[src/rtl/braille_pkg.sv]
// ---------------------------------------------------------------------------
// braille_pkg
// Shared definitions for the Braille entry front end: letter code width,
// number of display cells, code range limits and the code validity check.
// ---------------------------------------------------------------------------
package braille_pkg;

    localparam int LETTER_W  = 5;
    localparam int NUM_CELLS = 4;

    typedef logic [LETTER_W-1:0] code_t;

    localparam code_t CODE_BLANK = 5'd0;
    localparam code_t CODE_MIN   = 5'd1;
    localparam code_t CODE_MAX   = 5'd26;

    // Blank or a letter A..Z is writable; 27..31 are rejected.
    function automatic logic code_valid(input code_t code);
        return (code == CODE_BLANK) || ((code >= CODE_MIN) && (code <= CODE_MAX));
    endfunction

endpackage

[src/rtl/key_debounce.sv]
// ---------------------------------------------------------------------------
// key_debounce
// One push button: 2-FF synchroniser, stable-level/counter debouncer and a
// press strobe that is high in the cycle before the debounced level falls.
//
// Ports
//   clk_i    system clock
//   rst_ni   asynchronous active-low reset
//   key_ni   raw active-low button, asynchronous and bouncing
//   press_o  high for one cycle; the stable level falls on the following edge
// ---------------------------------------------------------------------------
module key_debounce #(
    parameter int DEBOUNCE_CYCLES = 1000000
) (
    input  logic clk_i,
    input  logic rst_ni,
    input  logic key_ni,
    output logic press_o
);

    localparam int CNT_W = $clog2(DEBOUNCE_CYCLES);
    localparam logic [CNT_W-1:0] CNT_MAX = CNT_W'(DEBOUNCE_CYCLES - 1);

    logic [1:0]       sync_q;
    logic             key_s;
    logic             stable_q, stable_d;
    logic [CNT_W-1:0] cnt_q, cnt_d;
    logic             accept;

    assign key_s  = sync_q[1];
    assign accept = (key_s != stable_q) && (cnt_q == CNT_MAX);

    // Any sample equal to the stable level restarts the count, so only an
    // unbroken run of differing samples can flip the stable level.
    always_comb begin
        stable_d = stable_q;
        cnt_d    = '0;
        if (key_s != stable_q) begin
            if (accept) begin
                stable_d = key_s;
            end else begin
                cnt_d = cnt_q + CNT_W'(1);
            end
        end
    end

    always_ff @(posedge clk_i or negedge rst_ni) begin
        if (!rst_ni) begin
            sync_q   <= 2'b11;
            stable_q <= 1'b1;
            cnt_q    <= '0;
        end else begin
            sync_q   <= {sync_q[0], key_ni};
            stable_q <= stable_d;
            cnt_q    <= cnt_d;
        end
    end

    // Only the 1 -> 0 transition is a press; releases are silent.
    assign press_o = accept && stable_q;

endmodule

[src/rtl/braille_entry.sv]
// ---------------------------------------------------------------------------
// braille_entry
// Input stage of the four-cell Braille display. Each debounced press of
// KEY[i] stores the synchronised switch code in cell i, or flags an error if
// the code is not a letter or blank. Cells hold until overwritten or reset.
//
// Ports
//   CLOCK_50  system clock
//   RST_N     asynchronous active-low reset
//   SW        5-bit letter code (0 blank, 1..26 A..Z), asynchronous
//   KEY       4 raw active-low push buttons, KEY[i] selects cell i
//   cells     registered cell codes, cell i at cells[5i+4:5i]
//   wr_pulse  one-cycle strobe per written cell
//   err       one-cycle strobe when a press met an invalid code
// ---------------------------------------------------------------------------
module braille_entry
    import braille_pkg::*;
#(
    parameter int DEBOUNCE_CYCLES = 1000000
) (
    input  logic                          CLOCK_50,
    input  logic                          RST_N,
    input  logic [LETTER_W-1:0]           SW,
    input  logic [NUM_CELLS-1:0]          KEY,
    output logic [NUM_CELLS*LETTER_W-1:0] cells,
    output logic [NUM_CELLS-1:0]          wr_pulse,
    output logic                          err
);

    code_t                       sw_meta_q, sw_s_q;
    logic [NUM_CELLS-1:0]        press;
    code_t [NUM_CELLS-1:0]       cell_q, cell_d;
    logic [NUM_CELLS-1:0]        wr_q, wr_d;
    logic                        err_q, err_d;
    logic                        sw_ok;

    for (genvar i = 0; i < NUM_CELLS; i++) begin : g_key
        key_debounce #(
            .DEBOUNCE_CYCLES(DEBOUNCE_CYCLES)
        ) u_key_debounce (
            .clk_i  (CLOCK_50),
            .rst_ni (RST_N),
            .key_ni (KEY[i]),
            .press_o(press[i])
        );
    end

    assign sw_ok = code_valid(sw_s_q);

    // Simultaneous presses all take the same code; one shared error flag.
    always_comb begin
        cell_d = cell_q;
        wr_d   = '0;
        err_d  = 1'b0;
        for (int i = 0; i < NUM_CELLS; i++) begin
            if (press[i]) begin
                if (sw_ok) begin
                    cell_d[i] = sw_s_q;
                    wr_d[i]   = 1'b1;
                end else begin
                    err_d = 1'b1;
                end
            end
        end
    end

    always_ff @(posedge CLOCK_50 or negedge RST_N) begin
        if (!RST_N) begin
            sw_meta_q <= CODE_BLANK;
            sw_s_q    <= CODE_BLANK;
            cell_q    <= {NUM_CELLS{CODE_BLANK}};
            wr_q      <= '0;
            err_q     <= 1'b0;
        end else begin
            sw_meta_q <= SW;
            sw_s_q    <= sw_meta_q;
            cell_q    <= cell_d;
            wr_q      <= wr_d;
            err_q     <= err_d;
        end
    end

    assign cells    = cell_q;
    assign wr_pulse = wr_q;
    assign err      = err_q;

endmodule
[config.mk]
export PLATFORM = sky130hd
export DESIGN_NAME = braille_entry
export DESIGN_NICKNAME = d
export VERILOG_FILES = /design/src/rtl/braille_pkg.sv /design/src/rtl/key_debounce.sv /design/src/rtl/braille_entry.sv
export SDC_FILE = /design/constraint.sdc
export NUM_CORES = 1
export LEC_CHECK = 0
export ABC_AREA = 1
export BUFFER_PORTS_ARGS = -buffer_cell sky130_fd_sc_hd__buf_2
export CORE_MARGIN = 4
export CORE_UTILIZATION = 27
export DETAILED_ROUTE_END_ITERATION = 7
export MAX_ROUTING_LAYER = met4
export PLACE_DENSITY = 0.42
export SLEW_MARGIN = 15
export SYNTH_ARGS = -nofsm -noshare
export SYNTH_HDL_FRONTEND = slang
export SYNTH_SLANG_ARGS = --single-unit
[constraint.sdc]
create_clock -name CLOCK_50 -period 4.42 [get_ports CLOCK_50]
set_input_delay 0 -clock CLOCK_50 [delete_from_list [all_inputs] [get_ports CLOCK_50]]
set_output_delay 0 -clock CLOCK_50 [all_outputs]
set_load 0.03 [all_outputs]
==> run metrics <==
setup_tns=0 ns; synthesized net count=814; f_max=between 500 and 600 MHz; Tmin final=1.79 ns; Top delay family on crit path=simple AND/OR/NAND/NOR gates; status=finished, final reports clean; Clk Latency, worst-skew pair=0.42 ns; crit path DAT=2.14 ns; area delta synth->final=19.5%; Filler cells=2,378; reg-to-reg slack, setup=2.63 ns; hold path depth=2; hpwl dp=10,400 µm; reg2reg end=g_key[1].u_key_debounce.cnt_q[18]; Total GRT Usage=0.125; internal power=~2.0 mW; drt wl/cell=approximately 13 µm; Die Ht=160 µm; worst ir drop on vdd=0.200 mV; CP max stage cell=nor2_1; CP required=between 4 and 5 ns; Hold Startpoint=SW[3]; mux contribution to synthesized area=0; Post-Route Utilization=0.327; final hold vios=0; Die W=160 µm; R2R Path Start=g_key[1].u_key_debounce.cnt_q[0]; io pins=36; Mapped Area=6200 µm²; total grt overflow=0; routed vias/inst=~4.2; Final Routed Wirelength=between 10,000 and 15,000 µm; Simple-Gate Fraction of Synth Area=0.330; Post-CTS Setup Repair Bufs=0; share of layout cells above drive strength 1=0.123; DRT iter0 DRCs=264; Initial Utilization=0.274; vias post-DR=4,873; TritonCTS Sinks=about 130; worst reg2reg path depth=9; CP max stage delay=0.37 ns; Setup CP Type=flip-flop to flip-flop; sw frac=0.245; Final period util=0.404; most common cell after layout, fill and taps aside=nand2_1; n_diodes=0; post-synthesis compound-gate area fraction=0.0244; Site Rows=55; Max clock buf depth=2; count of final max-slew check failures=0; Lkg Pwr=3.72 nW; maximum fanout along the worst path=6; antenna violations before repair=0; largest net degree at the start of global routing=99; CORE AREA=22,600 µm²; logic gate share of total power=0.030; HP Class=primary input to flip-flop; vias in the first global route=slightly below 5,000; CP endpoint kind=flip-flop; Worst Hold Slack=0.215 ns; Pre-antenna DRT Iters=4; commonest non-fill, non-tap cells in the layout=nand2_1, nor2_1, inv_1; Final setup viols=0; Synth Area in XOR/XNOR=0.0446; Routed Antenna Nets=0; Non-Filler Instances=between 1,000 and 1,500; first-pass GRT wire length=24,800 µm; clock share of power=0.522; TritonCTS Buffers=17; Synth cell types=30; CTS tree=done; RSZ-0062 raised after global routing=false; crit path from=g_key[1].u_key_debounce.cnt_q[0]; Layout Skew=0.00901 ns; Ys Warns=0; PortBufs=35; Final Wtd Congestion=approximately 0.79; Synth Instances=799; H-tree levels=4; synthesized area per cell=about 7.8 µm²; Final nets=877; CP startpoint kind=flip-flop; combinational family with the most area after synthesis=simple AND/OR/NAND/NOR gates; flops & latches, synth=127; Seq/Total Area, Yosys=0.515; Cell Chain, Critical Path=ha_1 -> nand3_1 -> nor2_1 -> nand2_1 -> nor2_1 -> nand3_1 -> nand2_1 -> nand2_1 -> nor2_1; Hold Path Sink=sw_meta_q[3]; WP buf/inv=0; clock-pin transition on the worst setup and hold timing paths=about 0.070 ns; PD cells=~360 nW/µm²; net switching power=0.653 mW; max cap viols=0; post-synthesis adder-cell area fraction=0.00807; Seq pwr share=0.449; Rel. slew slack=0.366; # DRC=0; Slew @ Worst Pin=0.951 ns; die area=25,400 µm²; Inst Count DP=1,118; CTS root buffer=clkbuf_16
## how the worst max path moves through the flow
stage | end | slack [ns] | cells past startpoint
floorplan | cells[10] | 2.92 | 10
global placement | g_key[3].u_key_debounce.cnt_q[3] | 2.66 | 10
detailed placement | g_key[3].u_key_debounce.cnt_q[14] | 2.65 | 10
CTS | g_key[3].u_key_debounce.cnt_q[19] | 2.63 | 10
global route | g_key[3].u_key_debounce.cnt_q[14] | 2.37 | 10
finish | g_key[1].u_key_debounce.cnt_q[18] | 2.63 | 9
## Yosys cell counts
cell	n	area share
a21oi_1	12	0.0097
a21oi_2	1	0.0014
a31oi_1	2	0.0020
and2_1	2	0.0020
buf_6	2	0.0036
dfrtp_1	115	0.46
dfstp_2	12	0.051
ha_1	4	0.0081
inv_1	118	0.071
inv_2	4	0.0024
nand2_1	230	0.14
nand2_2	4	0.0040
nand3_1	47	0.038
nand3_2	1	0.0016
nand4_1	12	0.012
nand4_2	1	0.0020
nor2_1	146	0.088
nor2_2	6	0.0061
nor2_4	3	0.0054
nor3_1	23	0.019
nor3_2	1	0.0016
nor3b_1	5	0.0061
nor4_1	1	0.0010
o21ai_0	12	0.0097
o21ai_1	2	0.0016
or2_2	4	0.0040
xnor2_1	4	0.0057
xnor2_2	2	0.0052
xor2_1	22	0.031
xor2_2	1	0.0026
## cell families after synthesis
logic type / after synthesis
compound gates: 29
xor+xnor: 29
fa+ha+maj: 4
buf+inv: 124
flops: 127
simple gates: 486
## flip-flops by register name, summed over array words and instances, names as in the netlist
register / count
sw_meta_q: 5
wr_pulse: 4
g_key.u_key_debounce.stable_q: 4
err: 1
g_key.u_key_debounce.sync_q: 8
g_key.u_key_debounce.cnt_q: 80
sw_s_q: 5
cells: 20
## worst register-to-register path, delay by kind of cell, from the launching register on
family	cells	cell delay (ns)
adders and majority gates	1	0.24
and+or+nand+nor	8	1.15
DFF	1	0.35
## layer usage
layer  track usage  routed length (µm)  vias up
li1              -                   -     2580
met3        0.0313                 403       11
met2         0.193                6720       53
met4        0.0355                 157        0
met5             -                   0        -
met1         0.162                7220     2229
## power by group through the flow
stage                     clock, mW  combinational (mW)  sequential, mW
final                          1.39              0.0800            1.20
after global routing           1.49              0.0947            1.20
after CTS                      1.44              0.0843            1.20
after detailed placement          0              0.0772            1.22
after global placement            0              0.0769            1.22
after floorplan                   0              0.0360            1.21
## per-stage QoR
stage	setup slack (ns)	power [mW]	cell area, µm²
finish	2.63	2.67	7410
global route	2.37	2.79	7410
CTS	2.63	2.72	7410
detailed placement	2.65	1.30	6720
global placement	2.66	1.29	6720
floorplan	2.92	1.25	6200
## layout make-up
class	count	area, µm²	area share
multi-input combinational	548	2520	0.341
tap	285	357	0.0482
timing repair buffer	46	289	0.0390
inverter	122	458	0.0618
clock buffer	18	439	0.0593
clock inverter	14	145	0.0196
sequential	127	3190	0.431
## timing repair
item / in CTS / in global routing
endpoints found under the setup margin: 0 / 0
gates resized for setup: 0 / 0
endpoints found under the hold margin: 97 / 0
hold buffers: 10 / 0
Note: power is estimated with default switching activity, not from simulation.
